File: src/rtl/imem_loader_pkg.sv
// Shared types and defaults for the instruction-memory boot loader.
// The IMEM_LOADER_CHECKSUM_EN macro adds the CHECK state to the FSM encoding.
package imem_loader_pkg;

  localparam int DEF_ADDR_W     = 5;
  localparam int DEF_DATA_W     = 32;
  localparam int BYTES_PER_WORD = 4;

  typedef logic [7:0] byte_t;

  typedef enum logic [2:0] {
    ST_IDLE,
    ST_RECV,
    ST_WRITE,
`ifdef IMEM_LOADER_CHECKSUM_EN
    ST_CHECK,
`endif
    ST_RELEASE,
    ST_DONE,
    ST_ERR
  } state_e;

endpackage

File: src/rtl/imem_loader_if.sv
// Byte-stream valid/ready channel feeding the loader.
// The master is the byte source; the slave is the loader.
interface imem_loader_if;
  import imem_loader_pkg::*;

  logic  in_valid;
  byte_t in_data;
  logic  in_ready;

  modport master (output in_valid, output in_data, input in_ready);
  modport slave  (input in_valid, input in_data, output in_ready);

endinterface

File: src/rtl/imem_loader_byte_assembler.sv
// Merges accepted stream bytes into a little-endian word by lane index
// and flags the byte that completes the word.
module byte_assembler
  import imem_loader_pkg::*;
#(
  parameter int DATA_W = DEF_DATA_W
) (
  input  logic              clock,
  input  logic              reset,
  input  logic              clear,
  input  logic              accept,
  input  byte_t             byte_in,
  output logic [DATA_W-1:0] word,
  output logic              word_done
);

  localparam int CNT_W = $clog2(BYTES_PER_WORD);

  logic [CNT_W-1:0]  byte_cnt_q, byte_cnt_d;
  logic [DATA_W-1:0] word_q, word_d;

  always_comb begin
    // NOTE: every _d gets its hold value first, so no path leaves it unassigned and no latch is inferred.
    byte_cnt_d = byte_cnt_q;
    word_d     = word_q;
    if (clear) begin
      byte_cnt_d = '0;
    end else if (accept) begin
      word_d[{byte_cnt_q, 3'b000} +: 8] = byte_in;
      byte_cnt_d = byte_cnt_q + CNT_W'(1);
    end
  end

  assign word_done = accept && (byte_cnt_q == CNT_W'(BYTES_PER_WORD - 1));
  assign word      = word_q;

  // NOTE: the word register is reset too, because it drives wr_data and every output must read 0 in reset.
  always_ff @(posedge clock or posedge reset) begin
    if (reset) begin
      byte_cnt_q <= '0;
      word_q     <= '0;
    end else begin
      // NOTE: non-blocking assignments so every flop samples pre-edge values.
      byte_cnt_q <= byte_cnt_d;
      word_q     <= word_d;
    end
  end

endmodule

File: src/rtl/imem_loader.sv
// Boot-time program loader: streams bytes into consecutive instruction words
// while the PC is held, then pulses the PC reset. Optional: IMEM_LOADER_CHECKSUM_EN.
module imem_loader
  import imem_loader_pkg::*;
#(
  parameter int ADDR_W = DEF_ADDR_W,
  parameter int DATA_W = DEF_DATA_W
) (
  input  logic              clock,
  input  logic              reset,
  input  logic              start,
  input  logic [ADDR_W:0]   num_words,
  imem_loader_if.slave      in_if,
  output logic              wr_en,
  output logic [ADDR_W-1:0] wr_addr,
  output logic [DATA_W-1:0] wr_data,
  output logic              pc_hold,
  output logic              pc_reset,
  output logic              busy,
  output logic              done,
  output logic              err
);

  localparam logic [ADDR_W:0] MAX_WORDS = {1'b1, {ADDR_W{1'b0}}};

  state_e            state_q, state_d;
  logic [ADDR_W:0]   num_words_q, num_words_d;
  logic [ADDR_W:0]   word_cnt_q, word_cnt_d;
  logic              in_ready;
  logic              idle_like, len_ok, load_go, asm_accept, word_done, last_word;
  logic [DATA_W-1:0] asm_word;

  assign idle_like  = (state_q == ST_IDLE) || (state_q == ST_DONE) || (state_q == ST_ERR);
  assign len_ok     = (num_words != '0) && (num_words <= MAX_WORDS);
  assign load_go    = idle_like && start && len_ok;
  assign asm_accept = (state_q == ST_RECV) && in_if.in_valid;
  assign last_word  = (word_cnt_q + (ADDR_W + 1)'(1)) == num_words_q;

  byte_assembler #(.DATA_W(DATA_W)) u_asm (
    .clock     (clock),
    .reset     (reset),
    .clear     (load_go),
    .accept    (asm_accept),
    .byte_in   (in_if.in_data),
    .word      (asm_word),
    .word_done (word_done)
  );

`ifdef IMEM_LOADER_CHECKSUM_EN
  byte_t cksum_q, cksum_d;
  logic  cksum_ok;

  always_comb begin
    cksum_d = cksum_q;
    if (load_go)         cksum_d = '0;
    else if (asm_accept) cksum_d = cksum_q ^ in_if.in_data;
  end

  assign cksum_ok = (in_if.in_data == cksum_q);

  always_ff @(posedge clock or posedge reset) begin
    if (reset) cksum_q <= '0;
    else       cksum_q <= cksum_d;
  end
`endif

  always_comb begin
    state_d     = state_q;
    num_words_d = num_words_q;
    word_cnt_d  = word_cnt_q;
    in_ready    = 1'b0;
    wr_en       = 1'b0;
    pc_hold     = 1'b0;
    pc_reset    = 1'b0;
    busy        = 1'b0;
    done        = 1'b0;
    err         = 1'b0;
    unique case (state_q)
      ST_IDLE, ST_DONE, ST_ERR: begin
        done    = (state_q == ST_DONE);
        err     = (state_q == ST_ERR);
        // A bad or partial image keeps the CPU frozen.
        pc_hold = (state_q == ST_ERR);
        if (start) begin
          if (len_ok) begin
            state_d     = ST_RECV;
            num_words_d = num_words;
            word_cnt_d  = '0;
          end else begin
            state_d = ST_ERR;
          end
        end
      end
      ST_RECV: begin
        in_ready = 1'b1;
        pc_hold  = 1'b1;
        busy     = 1'b1;
        if (word_done) state_d = ST_WRITE;
      end
      ST_WRITE: begin
        wr_en      = 1'b1;
        pc_hold    = 1'b1;
        busy       = 1'b1;
        word_cnt_d = word_cnt_q + (ADDR_W + 1)'(1);
        if (last_word) begin
`ifdef IMEM_LOADER_CHECKSUM_EN
          state_d = ST_CHECK;
`else
          state_d = ST_RELEASE;
`endif
        end else begin
          state_d = ST_RECV;
        end
      end
`ifdef IMEM_LOADER_CHECKSUM_EN
      ST_CHECK: begin
        in_ready = 1'b1;
        pc_hold  = 1'b1;
        busy     = 1'b1;
        if (in_if.in_valid) state_d = cksum_ok ? ST_RELEASE : ST_ERR;
      end
`endif
      ST_RELEASE: begin
        pc_reset = 1'b1;
        pc_hold  = 1'b1;
        busy     = 1'b1;
        state_d  = ST_DONE;
      end
      default: state_d = ST_IDLE;
    endcase
  end

  assign in_if.in_ready = in_ready;
  assign wr_addr        = word_cnt_q[ADDR_W-1:0];
  assign wr_data        = asm_word;

  always_ff @(posedge clock or posedge reset) begin
    if (reset) begin
      state_q     <= ST_IDLE;
      num_words_q <= '0;
      word_cnt_q  <= '0;
    end else begin
      state_q     <= state_d;
      num_words_q <= num_words_d;
      word_cnt_q  <= word_cnt_d;
    end
  end

endmodule

File: src/flat_wrapper.sv
// flat-port wrapper written by rule: the top's interface ports become plain ports
module imem_loader_flat import imem_loader_pkg::*;
#(
  parameter int ADDR_W = DEF_ADDR_W,
  parameter int DATA_W = DEF_DATA_W
)
  (clock, reset, start, num_words, wr_en, wr_addr, wr_data, pc_hold, pc_reset, busy, done, err, in_if_in_valid, in_if_in_data, in_if_in_ready);
  imem_loader_if in_if_i ();
  input  logic clock;
  input  logic reset;
  input  logic start;
  input  logic [ADDR_W:0] num_words;
  output logic wr_en;
  output logic [ADDR_W-1:0] wr_addr;
  output logic [DATA_W-1:0] wr_data;
  output logic pc_hold;
  output logic pc_reset;
  output logic busy;
  output logic done;
  output logic err;
  input wire logic [$bits(in_if_i.in_valid)-1:0] in_if_in_valid;
  input wire logic [$bits(in_if_i.in_data)-1:0] in_if_in_data;
  output wire logic [$bits(in_if_i.in_ready)-1:0] in_if_in_ready;
  assign in_if_i.in_valid = in_if_in_valid;
  assign in_if_i.in_data = in_if_in_data;
  assign in_if_in_ready = in_if_i.in_ready;
  imem_loader #(.ADDR_W(ADDR_W), .DATA_W(DATA_W)) u_core (.clock(clock), .reset(reset), .start(start), .num_words(num_words), .in_if(in_if_i), .wr_en(wr_en), .wr_addr(wr_addr), .wr_data(wr_data), .pc_hold(pc_hold), .pc_reset(pc_reset), .busy(busy), .done(done), .err(err));
endmodule
File: config.mk
export PLATFORM = sky130hd
export DESIGN_NAME = imem_loader_flat
export DESIGN_NICKNAME = d
export VERILOG_FILES = /design/src/rtl/imem_loader_pkg.sv /design/src/rtl/imem_loader_if.sv /design/src/rtl/imem_loader_byte_assembler.sv /design/src/rtl/imem_loader.sv /design/src/flat_wrapper.sv
export SDC_FILE = /design/constraint.sdc
export NUM_CORES = 1
export LEC_CHECK = 0
export ABC_AREA = 0
export CAP_MARGIN = 5
export CORE_ASPECT_RATIO = 1.75
export CORE_MARGIN = 1
export CORE_UTILIZATION = 25
export CTS_CLUSTER_SIZE = 14
export DETAILED_ROUTE_END_ITERATION = 8
export HOLD_SLACK_MARGIN = 0.1
export PLACE_DENSITY = 0.45
export SLEW_MARGIN = 20
export SYNTH_ARGS = -nofsm -noshare
export SYNTH_HDL_FRONTEND = slang
export SYNTH_HIERARCHICAL = 1
export SYNTH_SLANG_ARGS = --single-unit
File: constraint.sdc
create_clock -name clock -period 3.5 [get_ports clock]
set_clock_uncertainty 0.2 [all_clocks]
set_input_delay 0.525 -clock clock [delete_from_list [all_inputs] [get_ports clock]]
set_output_delay 0.525 -clock clock [all_outputs]
set_load 0.02 [all_outputs]
; ---- Word level (Yosys, flattened, before mapping)
; Index checks and enable logic that the tools add are counted.
[op_classes]
n_addsub = 3
magnitude_cmp = 1
eq_ne = 10
n_shift = 2
muxes = 18
bitwise_logic = 1
n_reduce_logical = 17
[ops]
columns = cell, n
row1 = $bwmux 32, 1
row2 = $shift 8x7->32 const A, 1
row3 = $shiftx 8x7->32, 1
row4 = $mux 6, 2
row5 = $pmux 3 s4, 1
row6 = $pmux 6 s2, 1
row7 = $mux 3, 3
row8 = $neg 5->7, 1
row9 = $add 6x1->6 const B, 1
row10 = $eq 3x2->1 const B, 2
row11 = $eq 3x3->1 const B, 2
row12 = $eq 6x6->1, 1
row13 = $le 6x6->1 const B, 1
row14 = $mux 1, 6
row15 = $mux 2, 3
row16 = $reduce_and 3->1, 2
row17 = $reduce_bool 6->1, 1
row18 = $reduce_or 3->1, 2
row19 = $logic_and 1x1->1, 5
row20 = $ne 2x2->1 const B, 2
row21 = $reduce_and 2->1, 2
row22 = $reduce_bool 2->1, 2
row23 = $eq 3x1->1 const B, 1
row24 = $logic_not 3->1, 1
row25 = other kinds (6), 7
[word_totals]
regBits = 49
in_bits = 18
out_inout_bits = 44
wordCells = 57

; ---- Depth between registers and ports, before layout
; Gate-level depths: netlist (run 1).
[depth]
depth_word = 7
depth_mapped = 9
ltp_nobuf = 7

; ---- Cells and area by module
; Netlist (run 1), hierarchy kept.
[modules_own_cells]
columns = module, instances, cells_each, area_each_um2, seq_area_each_um2
row1 = byte_assembler, 1, 161, 1637.8, 850.8
row2 = imem_loader, 1, 105, 1003.5, 375.4

; ---- Worst setup path after synthesis (run 1)
; OpenSTA, ideal clock, no wires.
[synth_path]
kind = input-to-reg
start = input num_words[1]
end = register u_core.u_asm.word_q[0], in the netlist u_core/u_asm/word[0]
setup_time_ns = 0.138
arrival_time_ns = 2.753
required_ns = 3.162
path_slack_ns = 0.408
cell_stages = 9
path_cell_list = or4_1 -> o21a_1 -> or4_1 -> buf_6 -> inv_1 -> nand2b_1 -> clkbuf_1 -> clkbuf_1 -> o32ai_1
[synth_between]
elab_chain_len = 5
elab_cells_between_ends = 6
classes_between = order compare: 1 / bitwise: 1 / reduce/logical: 4
[synth_lines]
columns = element, line
row1 = start: declaration, flat_wrapper.sv:12  ; input logic [ADDR_W:0] num_words;
row2 = $le 6x6->1 or $reduce_bool 6->1 (tied branches), imem_loader.sv:34  ; assign len_ok = (num_words != '0) && (num_words <= MAX_WORDS);
row3 = $logic_and 1x1->1 (*), imem_loader.sv:34
row4 = $logic_and 1x1->1 (*), imem_loader.sv:35  ; assign load_go = idle_like && start && len_ok;
row5 = named net u_core.load_go, imem_loader.sv:30  ; logic idle_like, len_ok, load_go, asm_accept, word_done, last_word;
row6 = $not 1->1 (no line) (*), -
row7 = $reduce_and 2->1 (no line) (*), -
row8 = end signal: assignment, imem_loader_byte_assembler.sv:45  ; word_q <= word_d;
row9 = end: declaration, imem_loader_byte_assembler.sv:20  ; logic [DATA_W-1:0] word_q, word_d;
; Mark *: on every way through the listed nets, which the timed path passes. The rest lies on a longest branch.
; A chain may end at the register's enable or synchronous reset.

; ---- Worst setup path after layout (run 1)
[layout_path]
start = input num_words[1]
end = register u_core.u_asm.word_q[31], in the netlist u_core/u_asm/word[31]
; Same word-level chain as after synthesis.

==> results.txt, run 1 <==
syn_nets = 290
Slew @ Worst Pin = 655 ps
RSZ-0062 raised after global routing = no
Critical Path AT = 3090 ps
Total Power = 3.23 mW
Yosys cell types = 42
CP max stage delay = 570 ps
first-pass GRT wire length = 11300 um
Vias = 2127
ANT cells = 0
CP max-delay cell = or4_1
endpoints failing hold = 0
Nets = 336
worst path required time = 3490 ps
Worst setup EP type = register
commonest cells in the netlist = dfrtp_1, inv_1, nand2_1, o32ai_1, clkbuf_1
Ports = 62
HPWL after DPL = 5300 um
dominant cell type by area after synthesis = dfrtp_1
count leader, synth = dfrtp_1
Die Y = 138 um
Yosys top cell area share = 46.4%
ratio of cells with drive above 1 in the final layout = 8.31%
Num CTS Buffers = 5
MaxCap Viol Count = 0
antenna-violating nets left = 0
Final GP Congestion = 0.729
Max Freq = 322 MHz
Final period util = 88.7%
DR WL/cell = 15.9 um
initial antenna violation count = 0
largest net degree at the start of global routing = 35
num rows = 49
Post-Route Setup TNS = 0 ps
worst-path cell chain = clkdlybuf4s50_1, or4_1, nor3_1, or4_1, inv_1, or4b_1, buf_4, o32ai_1
synthesized flop and latch total = 49
residual DRC count = 0
P_leak = 1.39 nW
Pins Over Slew Limit = 0
total routed wirelength = 7000 um
Hold Path Class = register to register
Seq/Total Area, Yosys = 46.4%
GRT overflow = 0
status = completed
hold_buf cts = 0
Initial DRC Count = 134
top cells by area, synth = dfrtp_1, o32ai_1, inv_1
core area = 10300 sq um
final setup vio count = 0
Slew HR = 56.3%
pwr dens = 930 nW/um^2
Total GRT Usage = 13.7%
I/O Buffers = 61
min Tclk post-route = 3100 ps
vias per cell = 4.83
Avg Cell Area, Syn = 9.93 sq um
first-pass detailed-route iteration total = 4
TritonCTS clock tree = built
Synth Instances = 266
crit start category = input pin
yosys warns = 6
crit-path most repeated cell = or4_1
register-to-register setup slack = 930 ps
EDFF count, synth = 0
CP Max Fanout = 16
vias in the first global route = 2232
die area = 11000 sq um
Die Wd = 79.7 um
clk slew on worst S/H paths = 70 ps
fraction of registers with async set/reset = 100%
post-CTS setup buffer count = 0
critical path type = input pin to register
worst vdd ir = 0.307 mV
clk buf depth = 2
number of instances resized during post-cts repair = 0
starting density of the core = 25.6%
Root Driver = clkbuf_16
H-tree depth = 2
main flop type after synthesis = dfrtp_1
Mapped Area = 2640 sq um
area grow syn2layout = 31.6%
clock sink count = 49
worst-skew pair later-pin latency = 290 ps
cell families after synthesis:
logic type,share of synthesized area (%)
AO/OA/AOI/OAI,17.7
XOR/XNOR,2.65
buffers and inverters,9.85
AND/OR/NAND/NOR,16.3
adder cells (fa/ha/maj),2.84
multiplexers,4.22
flip-flops,46.4
stage by stage:
step                util (%)  hold slack, ps  instances  worst slack (ps)  cell area [sq um]
global route            33.7             334        440               136               3480
finish                  33.7             303        440               396               3480
detailed placement      32.1             289        432              64.2               3300
floorplan                  -             226        266               408               2640
global placement        32.1             291        432               169               3300
CTS                     33.7             311        440               382               3480
metal layers:
layer / track usage [%] / wire [um]
met1: 14.4 / 2670
met2: 26.0 / 3820
met3: 2.50 / 305
met4: 6.06 / 196
met5: 0 / 0
critical path, delay by kind of cell:
family	cells	cell delay [ps]
AOI/OAI and AO/OA	1	290
buffers and inverters	3	730
and+or+nand+nor	4	1550
area by class of cell:
class                           instances  area, sq um
Sequential cell                        49         1230
Inverter                               31          116
Clock buffer                            5          125
Tap cell                              127          159
Timing Repair Buffer                   66          648
Fill cell                            1076         6820
Multi-Input combinational cell        159         1150
Clock inverter                          3         46.3
worst paths after layout:
| kind | startpoint | end | cells past startpoint |
|---|---|---|---|
| max | num_words[1] | u_core/u_asm/word[31] | 8 |
| min | u_core/u_asm/word[8] | u_core/u_asm/word[8] | 1 |
| max reg2reg | u_core/state_q[1] | u_core/u_asm/word[31] | 6 |
| min reg2reg | u_core/u_asm/word[8] | u_core/u_asm/word[8] | 1 |
| max in group asynchronous | reset | u_core/word_cnt_q[5] | 2 |
| min in group asynchronous | reset | u_core/state_q[0] | 2 |
cells in the final DEF, fill, tap and decap left out, drive strengths merged, types with 2 or more instances in the layout:
| master | synthesis | final |
|---|---|---|
| dfrtp | 49 | 49 |
| ha | 6 | 6 |
| and3b | 3 | 3 |
| nand2b | 9 | 9 |
| or4 | 2 | 2 |
| nand4 | 9 | 9 |
| nor2b | 3 | 3 |
| a21o | 5 | 5 |
| nor3 | 7 | 7 |
| nor2 | 10 | 10 |
| nand2 | 28 | 28 |
| nand3 | 2 | 2 |
| o32ai | 25 | 25 |
| a21oi | 5 | 5 |
| xnor2 | 7 | 7 |
| or4b | 2 | 2 |
| o2bb2ai | 10 | 10 |
| and2 | 3 | 3 |
| mux2 | 7 | 7 |
| or3b | 2 | 2 |
| inv | 31 | 31 |
| clkdlybuf4s50 | 0 | 61 |
| clkbuf | 14 | 5 |
| buf | 13 | 5 |
power breakdown:
part,leakage (nW),total [mW],switching [mW],internal [mW]
clock,0.0800,0.554,0.215,0.338
sequential,0.628,1.03,0.219,0.809
combinational,0.683,1.65,0.875,0.776
total,1.39,3.23,1.31,1.92
registers in the layout (all words and copies together) (netlist names):
| signal | flops |
|---|---|
| u_core/num_words_q | 6 |
| u_core/state_q | 3 |
| u_core/u_asm/byte_cnt_q | 2 |
| u_core/u_asm/word | 32 |
| u_core/word_cnt_q | 6 |
No activity file was read; power rests on OpenSTA's default activity.
==> run 2: changes to the inputs <==
--- a/config.mk
+++ b/config.mk
@@ -5,7 +5,6 @@
 export SDC_FILE = /design/constraint.sdc
 export NUM_CORES = 1
 export LEC_CHECK = 0
-export ABC_AREA = 0
 export CAP_MARGIN = 5
 export CORE_ASPECT_RATIO = 1.75
 export CORE_MARGIN = 1
==> results of run 2 <==
Final layout, timing and power as in run 1 (identical DEF).
